`src/rtl/pin_sched_pkg.sv`:
```
`default_nettype none
// ============================================================================
// Module      : pin_sched_pkg
// Description : Opcode, argument and FSM state encodings for pin_cmd_scheduler.
// Revision    : 1.0 - initial release
// ============================================================================
package pin_sched_pkg;

    localparam logic [1:0] OP_TOGGLE  = 2'b00;
    localparam logic [1:0] OP_SET     = 2'b01;
    localparam logic [1:0] OP_CLEAR   = 2'b10;
    localparam logic [1:0] OP_SPECIAL = 2'b11;

    localparam logic [5:0] ARG_CLEAR_ALL = 6'd63;

    typedef enum logic [1:0] {
        ST_IDLE = 2'd0,
        ST_EXEC = 2'd1,
        ST_WAIT = 2'd2
    } state_t;

    typedef struct packed {
        logic [1:0] op;
        logic [5:0] arg;
    } cmd_t;

    function automatic logic is_clear_all(input cmd_t c);
        return (c.op == OP_SPECIAL) && (c.arg == ARG_CLEAR_ALL);
    endfunction

endpackage
`default_nettype wire

```
`src/rtl/pin_cmd_scheduler_if.sv`:
```
`default_nettype none
// ============================================================================
// Module      : pin_cmd_scheduler_if
// Description : Command-byte input and pin/status outputs of the scheduler.
// Revision    : 1.0 - initial release
// ============================================================================
interface pin_cmd_scheduler_if #(
    parameter int CNT_W = 4
);
    logic             byte_ready;
    logic [7:0]       command_byte;
    logic [63:0]      pins;
    logic             busy;
    logic             overflow;
    logic [CNT_W-1:0] fifo_count;

    modport master (
        output byte_ready,
        output command_byte,
        input  pins,
        input  busy,
        input  overflow,
        input  fifo_count
    );

    modport slave (
        input  byte_ready,
        input  command_byte,
        output pins,
        output busy,
        output overflow,
        output fifo_count
    );
endinterface
`default_nettype wire

```
`src/rtl/cmd_fifo.sv`:
```
`default_nettype none
// ============================================================================
// Module      : cmd_fifo
// Description : Single-clock show-ahead FIFO of command bytes; count tells full from empty.
// Revision    : 1.0 - initial release
// ============================================================================
module cmd_fifo #(
    parameter int DEPTH = 8
) (
    input  wire logic                     clk,
    input  wire logic                     rst,
    input  wire logic                     wr_en,
    input  wire logic [7:0]               wr_data,
    input  wire logic                     rd_en,
    output logic      [7:0]               rd_data,
    output logic                          full,
    output logic                          empty,
    output logic      [$clog2(DEPTH):0]   count
);
    localparam int PTR_W = $clog2(DEPTH);
    localparam int CNT_W = PTR_W + 1;

    logic [7:0]       mem_q [DEPTH];
    logic [7:0]       mem_d [DEPTH];
    logic [PTR_W-1:0] wr_ptr_q, wr_ptr_d;
    logic [PTR_W-1:0] rd_ptr_q, rd_ptr_d;
    logic [CNT_W-1:0] count_q, count_d;
    logic             w_wr_ok;
    logic             w_rd_ok;

    assign full    = (count_q == CNT_W'(DEPTH));
    assign empty   = (count_q == '0);
    assign count   = count_q;
    assign rd_data = mem_q[rd_ptr_q];

    // A write into a full FIFO is legal only when the head leaves the same cycle.
    assign w_wr_ok = wr_en && (!full || rd_en);
    assign w_rd_ok = rd_en && !empty;

    always_comb begin
        mem_d    = mem_q;
        wr_ptr_d = wr_ptr_q;
        rd_ptr_d = rd_ptr_q;
        count_d  = count_q;
        if (w_wr_ok) begin
            mem_d[wr_ptr_q] = wr_data;
            wr_ptr_d        = wr_ptr_q + PTR_W'(1);
        end
        if (w_rd_ok) begin
            rd_ptr_d = rd_ptr_q + PTR_W'(1);
        end
        case ({w_wr_ok, w_rd_ok})
            2'b10:   count_d = count_q + CNT_W'(1);
            2'b01:   count_d = count_q - CNT_W'(1);
            default: count_d = count_q;
        endcase
    end

    always_ff @(posedge clk) begin
        mem_q <= mem_d;
    end

    always_ff @(posedge clk or posedge rst) begin
        if (rst) begin
            wr_ptr_q <= '0;
            rd_ptr_q <= '0;
            count_q  <= '0;
        end else begin
            wr_ptr_q <= wr_ptr_d;
            rd_ptr_q <= rd_ptr_d;
            count_q  <= count_d;
        end
    end

endmodule
`default_nettype wire

```
`src/rtl/pin_cmd_scheduler.sv`:
```
`default_nettype none
// ============================================================================
// Module      : pin_cmd_scheduler
// Description : Synchronises spi_rx bytes, queues them and executes pin/wait commands in order.
// Revision    : 1.0 - initial release
// ============================================================================
module pin_cmd_scheduler #(
    parameter int          FIFO_DEPTH  = 8,
    parameter int          SYNC_STAGES = 2,
    parameter int          TICK_DIV    = 1000,
    parameter logic [63:0] RESET_PINS  = 64'h0
) (
    input  wire logic            clk,
    input  wire logic            rst,
    pin_cmd_scheduler_if.slave   bus
);
    import pin_sched_pkg::*;

    localparam int CNT_W  = $clog2(FIFO_DEPTH) + 1;
    localparam int WAIT_W = $clog2(64 * TICK_DIV);

    logic [SYNC_STAGES-1:0] sync_q, sync_d;
    logic                   prev_q, prev_d;
    state_t                 state_q, state_d;
    cmd_t                   cmd_q, cmd_d;
    logic [WAIT_W-1:0]      cnt_q, cnt_d;
    logic [63:0]            pins_q, pins_d;
    logic                   overflow_q, overflow_d;

    logic                   w_edge;
    logic                   w_pop;
    logic                   w_push;
    logic                   w_drop;
    logic [7:0]             w_rd_data;
    logic                   w_full;
    logic                   w_empty;
    logic [CNT_W-1:0]       w_count;
    logic [WAIT_W-1:0]      w_wait_load;

    // Flops reset high so a flag already high when reset drops is not seen as a new byte.
    assign sync_d = {sync_q[SYNC_STAGES-2:0], bus.byte_ready};
    assign prev_d = sync_q[SYNC_STAGES-1];
    assign w_edge = sync_q[SYNC_STAGES-1] && !prev_q;

    assign w_pop  = (state_q == ST_IDLE) && !w_empty;
    assign w_push = w_edge && (!w_full || w_pop);
    assign w_drop = w_edge && w_full && !w_pop;

    assign w_wait_load = WAIT_W'((32'(cmd_q.arg) + 32'd1) * 32'(TICK_DIV) - 32'd1);

    cmd_fifo #(
        .DEPTH (FIFO_DEPTH)
    ) u_cmd_fifo (
        .clk     (clk),
        .rst     (rst),
        .wr_en   (w_push),
        .wr_data (bus.command_byte),
        .rd_en   (w_pop),
        .rd_data (w_rd_data),
        .full    (w_full),
        .empty   (w_empty),
        .count   (w_count)
    );

    always_comb begin
        state_d    = state_q;
        cmd_d      = cmd_q;
        cnt_d      = cnt_q;
        pins_d     = pins_q;
        overflow_d = overflow_q;
        case (state_q)
            ST_IDLE: begin
                if (w_pop) begin
                    cmd_d   = cmd_t'(w_rd_data);
                    state_d = ST_EXEC;
                end
            end
            ST_EXEC: begin
                state_d = ST_IDLE;
                case (cmd_q.op)
                    OP_TOGGLE: pins_d[cmd_q.arg] = !pins_q[cmd_q.arg];
                    OP_SET:    pins_d[cmd_q.arg] = 1'b1;
                    OP_CLEAR:  pins_d[cmd_q.arg] = 1'b0;
                    default: begin
                        if (is_clear_all(cmd_q)) begin
                            pins_d     = RESET_PINS;
                            overflow_d = 1'b0;
                        end else begin
                            cnt_d   = w_wait_load;
                            state_d = ST_WAIT;
                        end
                    end
                endcase
            end
            ST_WAIT: begin
                if (cnt_q == '0) begin
                    state_d = ST_IDLE;
                end else begin
                    cnt_d = cnt_q - WAIT_W'(1);
                end
            end
            default: state_d = ST_IDLE;
        endcase
        // A drop in the same cycle as CLEAR_ALL must still be reported.
        if (w_drop) begin
            overflow_d = 1'b1;
        end
    end

    always_ff @(posedge clk or posedge rst) begin
        if (rst) begin
            sync_q     <= '1;
            prev_q     <= 1'b1;
            state_q    <= ST_IDLE;
            cmd_q      <= '0;
            cnt_q      <= '0;
            pins_q     <= RESET_PINS;
            overflow_q <= 1'b0;
        end else begin
            sync_q     <= sync_d;
            prev_q     <= prev_d;
            state_q    <= state_d;
            cmd_q      <= cmd_d;
            cnt_q      <= cnt_d;
            pins_q     <= pins_d;
            overflow_q <= overflow_d;
        end
    end

    assign bus.pins       = pins_q;
    assign bus.busy       = (state_q != ST_IDLE) || !w_empty;
    assign bus.overflow   = overflow_q;
    assign bus.fifo_count = w_count;

endmodule
`default_nettype wire

```
`src/flat_wrapper.sv`:
```
// flat-port wrapper written by rule: the top's interface ports become plain ports
module pin_cmd_scheduler_flat import pin_sched_pkg::*;
#(
    parameter int          FIFO_DEPTH  = 8,
    parameter int          SYNC_STAGES = 2,
    parameter int          TICK_DIV    = 1000,
    parameter logic [63:0] RESET_PINS  = 64'h0
)
  (clk, rst, bus_byte_ready, bus_command_byte, bus_pins, bus_busy, bus_overflow, bus_fifo_count);
  pin_cmd_scheduler_if #(.CNT_W(($clog2(FIFO_DEPTH) + 1))) bus_i ();
  input  wire logic clk;
  input  wire logic rst;
  input wire logic [$bits(bus_i.byte_ready)-1:0] bus_byte_ready;
  input wire logic [$bits(bus_i.command_byte)-1:0] bus_command_byte;
  output wire logic [$bits(bus_i.pins)-1:0] bus_pins;
  output wire logic [$bits(bus_i.busy)-1:0] bus_busy;
  output wire logic [$bits(bus_i.overflow)-1:0] bus_overflow;
  output wire logic [$bits(bus_i.fifo_count)-1:0] bus_fifo_count;
  assign bus_i.byte_ready = bus_byte_ready;
  assign bus_i.command_byte = bus_command_byte;
  assign bus_pins = bus_i.pins;
  assign bus_busy = bus_i.busy;
  assign bus_overflow = bus_i.overflow;
  assign bus_fifo_count = bus_i.fifo_count;
  pin_cmd_scheduler #(.FIFO_DEPTH(FIFO_DEPTH), .SYNC_STAGES(SYNC_STAGES), .TICK_DIV(TICK_DIV), .RESET_PINS(RESET_PINS)) u_core (.clk(clk), .rst(rst), .bus(bus_i));
endmodule
```
`config.mk`:
```
export PLATFORM = sky130hd
export DESIGN_NAME = pin_cmd_scheduler_flat
export DESIGN_NICKNAME = d
export VERILOG_FILES = /design/src/rtl/pin_sched_pkg.sv /design/src/rtl/pin_cmd_scheduler_if.sv /design/src/rtl/cmd_fifo.sv /design/src/rtl/pin_cmd_scheduler.sv /design/src/flat_wrapper.sv
export SDC_FILE = /design/constraint.sdc
export NUM_CORES = 1
export LEC_CHECK = 0
export BUFFER_PORTS_ARGS = -buffer_cell sky130_fd_sc_hd__buf_2
export CORE_UTILIZATION = 53
export CTS_BUF_LIST = sky130_fd_sc_hd__clkbuf_16
export DETAILED_ROUTE_END_ITERATION = 6
export PLACE_DENSITY = 0.72
export SYNTH_ARGS = -nofsm -noshare
export SYNTH_HDL_FRONTEND = slang
export SYNTH_SLANG_ARGS = --single-unit
```
`constraint.sdc`:
```
create_clock -name clk -period 15.95 [get_ports clk]
set_input_delay 1.595 -clock clk [delete_from_list [all_inputs] [get_ports clk]]
set_output_delay 1.595 -clock clk [all_outputs]
set_load 0.005 [all_outputs]
```
==> metrics <==
period utilization=roughly two fifths; CP max FO=39; PnR worst setup slack=between 9 and 10 ns; post-CTS setup buffers=0; Avg Cell Area, Syn=10.7 sq um; first-pass GRT wire length=between 30000 and 40000 um; CP required=between 15 and 20 ns; crit path launch type=flip-flop; Sum Neg Setup Slack=0 ns; status=finished, final reports clean; hold buffer count at CTS=0; Slew Limit Fails=0; # port buffers=80; Clock Sinks=~170; post-synthesis sequential area ratio=a little under half; clk buf depth=2; number of max-cap violations=0; Design Area, Final=10600 sq um; I/O pins=81; Clock Latency Late Sink=~0.44 ns; die area=18300 sq um; CORE AREA=roughly 17000 sq um; CTS Buf Count=17; cell count after synthesis=a little under 900; drt drc=0; Reg area=about 4500 sq um; Routed Antenna Nets=0; drt first pass iters=5; Slew @ Worst Pin=1.25 ns; unrepaired setup endpoints after global routing=no; FILL cells=1415; Root Buffer=clkbuf_16; vias in the first global route=a little over 7000; largest net degree at the start of global routing=67; # H-tree levels=4; Fin. Hold Viols=0; Placed Instance Area=between 9000 and 10000 sq um; Starting DRT DRC Count=706; async set-reset flop share out of synthesis=between 60 and 70%; num rows=48; Yosys warnings=0; skew final=a little under 0.01 ns; post_cts resized=0; initial antenna violation count=0; EDFF count, synth=64; Post-Syn Area=roughly 9400 sq um; Overflow after GRT=0; Diodes inserted=0; Die X=between 100 and 150 um; die height=135 um; Multi-input gate area=about 4600 sq um; fin nets=1002; Worst slew margin=approximately 16%; via/cell ratio=6.23; Critical Path AT=approximately 6.4 ns; # setup viols final=0; RD Place Congestion=about 0.9; FF+latch count, synth=between 150 and 200; Vias=roughly 7300; CTS tree=built; Post-Syn Nets=roughly 950; Initial Util=~54%; Hold Path Class=reg2reg; Unique masters post-synth=62; layout cells sized above 1=~18%; DR WL/cell=approximately 20 um; FMAX=between 0.15 and 0.2 GHz; area grow syn2layout=12.1%; Post-Route WL=~23000 um; ys flop type=dfrtp_1; post-route minimum period=~6.1 ns; Critical Path End Type=flip-flop; clk slew on worst S/H paths=roughly 0.070 ns; Placement Setup Slack=~10 ns; HPWL after DPL=between 15000 and 20000 um; critical path class=reg2reg; Total GRT Usage=a little over a quarter
-- layout make-up --
| class | count | share of cell area [%] |
|---|---|---|
| clock buffer | 17 | 4.02 |
| clock inverter | 15 | 1.43 |
| inverter | 38 | 1.37 |
| multi-input combinational | 620 | 43.1 |
| sequential | 168 | 42.8 |
| tap | 225 | 2.66 |
| timing repair buffer | 92 | 4.64 |
-- cells in the final DEF (no fill, tap or decap), types with 3 or more instances in the layout --
cell type	synthesis	final
clkbuf_16	0	17
xnor2_1	26	26
nor3b_2	1	5
and2_1	3	3
o31ai_1	3	3
or4_1	4	4
a22oi_1	3	3
dfstp_2	3	3
buf_4	4	12
or3_1	3	3
inv_6	0	4
nor2_1	33	33
xor2_1	15	15
nand2_1	45	44
nor4_1	4	4
mux2i_1	17	17
mux4_2	27	27
o21ai_1	5	5
nand2b_1	11	11
nor3_1	19	19
and3_1	6	6
dfrtp_1	101	101
a21o_1	7	7
ha_1	39	39
nand3_1	12	12
o211ai_1	11	11
buf_2	7	80
a31oi_1	8	8
nor2b_1	10	10
a211oi_1	3	3
inv_1	37	36
edfxtp_1	64	64
a21oi_1	92	92
or2_2	3	3
inv_8	0	5
o21ai_0	156	155
fa_1	15	15
-- synthesized netlist by cell type (12+ instances only) --
cell,instances,area (sq um)
a21oi_1,92,460
clkbuf_1,39,146
dfrtp_1,101,2530
edfxtp_1,64,1920
fa_1,15,300
ha_1,39,488
inv_1,37,139
mux2i_1,17,170
mux4_2,27,608
nand2_1,45,169
nand3_1,12,60.1
nor2_1,33,124
nor3_1,19,95.1
o21ai_0,156,781
xnor2_1,26,228
xor2_1,15,131
-- cell families after synthesis --
logic type | Yosys count | share of synthesized area (%)
AOI/OAI and AO/OA | 308 | 17.9
and+or+nand+nor | 172 | 9.46
DFF | 168 | 48.0
buffers and inverters | 95 | 4.11
adders and majority gates | 54 | 8.35
muxes | 45 | 8.37
xor gates and xnor gates | 41 | 3.81
-- state kept, by name (all words and copies together), names as in the netlist --
| signal | cells |
|---|---|
| u_core.bus.overflow | 1 |
| u_core.u_cmd_fifo.count | 4 |
| u_core.cmd_q | 8 |
| u_core.u_cmd_fifo.mem_q | 64 |
| u_core.cnt_q | 16 |
| u_core.state_q | 2 |
| u_core.u_cmd_fifo.rd_ptr_q | 3 |
| u_core.prev_q | 1 |
| u_core.bus.pins | 64 |
| u_core.sync_q | 2 |
| u_core.u_cmd_fifo.wr_ptr_q | 3 |
-- routing by layer --
layer  vias to the layer above  GRT usage, %  share of wire (%)
li1                       3365             -                  -
met1                      3580          34.7                 41
met2                       337          42.4                 48
met3                        44          7.52                9.3
met4                         0          9.49                2.1
met5                         -             0                  0
-- critical path: stages, from the launching register on --
cell	delay [ns]
dfrtp_1	0.32
buf_4	0.43
and3_1	0.66
nand3_1	0.17
xor2_1	0.38
inv_1	0.24
ha_1	0.34
inv_1	0.06
fa_1	0.53
inv_1	0.05
fa_1	0.45
ha_1	0.31
ha_1	0.37
nor2b_1	0.17
a221oi_1	0.25
o311ai_0	0.32
nor4_1	0.52
nand3_1	0.16
xnor2_1	0.17
a21oi_1	0.08
-- path summary, 6_finish.rpt --
kind,slack [ns],from,cells after the start,to
worst max-delay path,9.85,u_core.cmd_q[2],19,u_core.cnt_q[15]
worst min-delay path,0.36,u_core.sync_q[0],0,u_core.sync_q[1]
worst max register to register,9.85,u_core.cmd_q[2],19,u_core.cnt_q[15]
worst min register to register,0.36,u_core.sync_q[0],0,u_core.sync_q[1]
max in group asynchronous,13.58,rst,3,u_core.bus.pins[12]
min in group asynchronous,1.20,rst,2,u_core.u_cmd_fifo.count[3]
-- through the flow --
stage          hold WS [ns]  utilization, %  instances
6_report              0.358            60.9       1175
5_1_grt               0.361            60.9       1175
4_1_cts               0.358            60.9       1175
3_5_place_dp          0.347            57.6       1143
3_3_place_gp          0.348            57.6       1143
2_1_floorplan         0.345               -        883
Power is left out: the tool's default activity adds up to more than one toggle a clock period on the data nets, which glitch-free logic cannot reach.
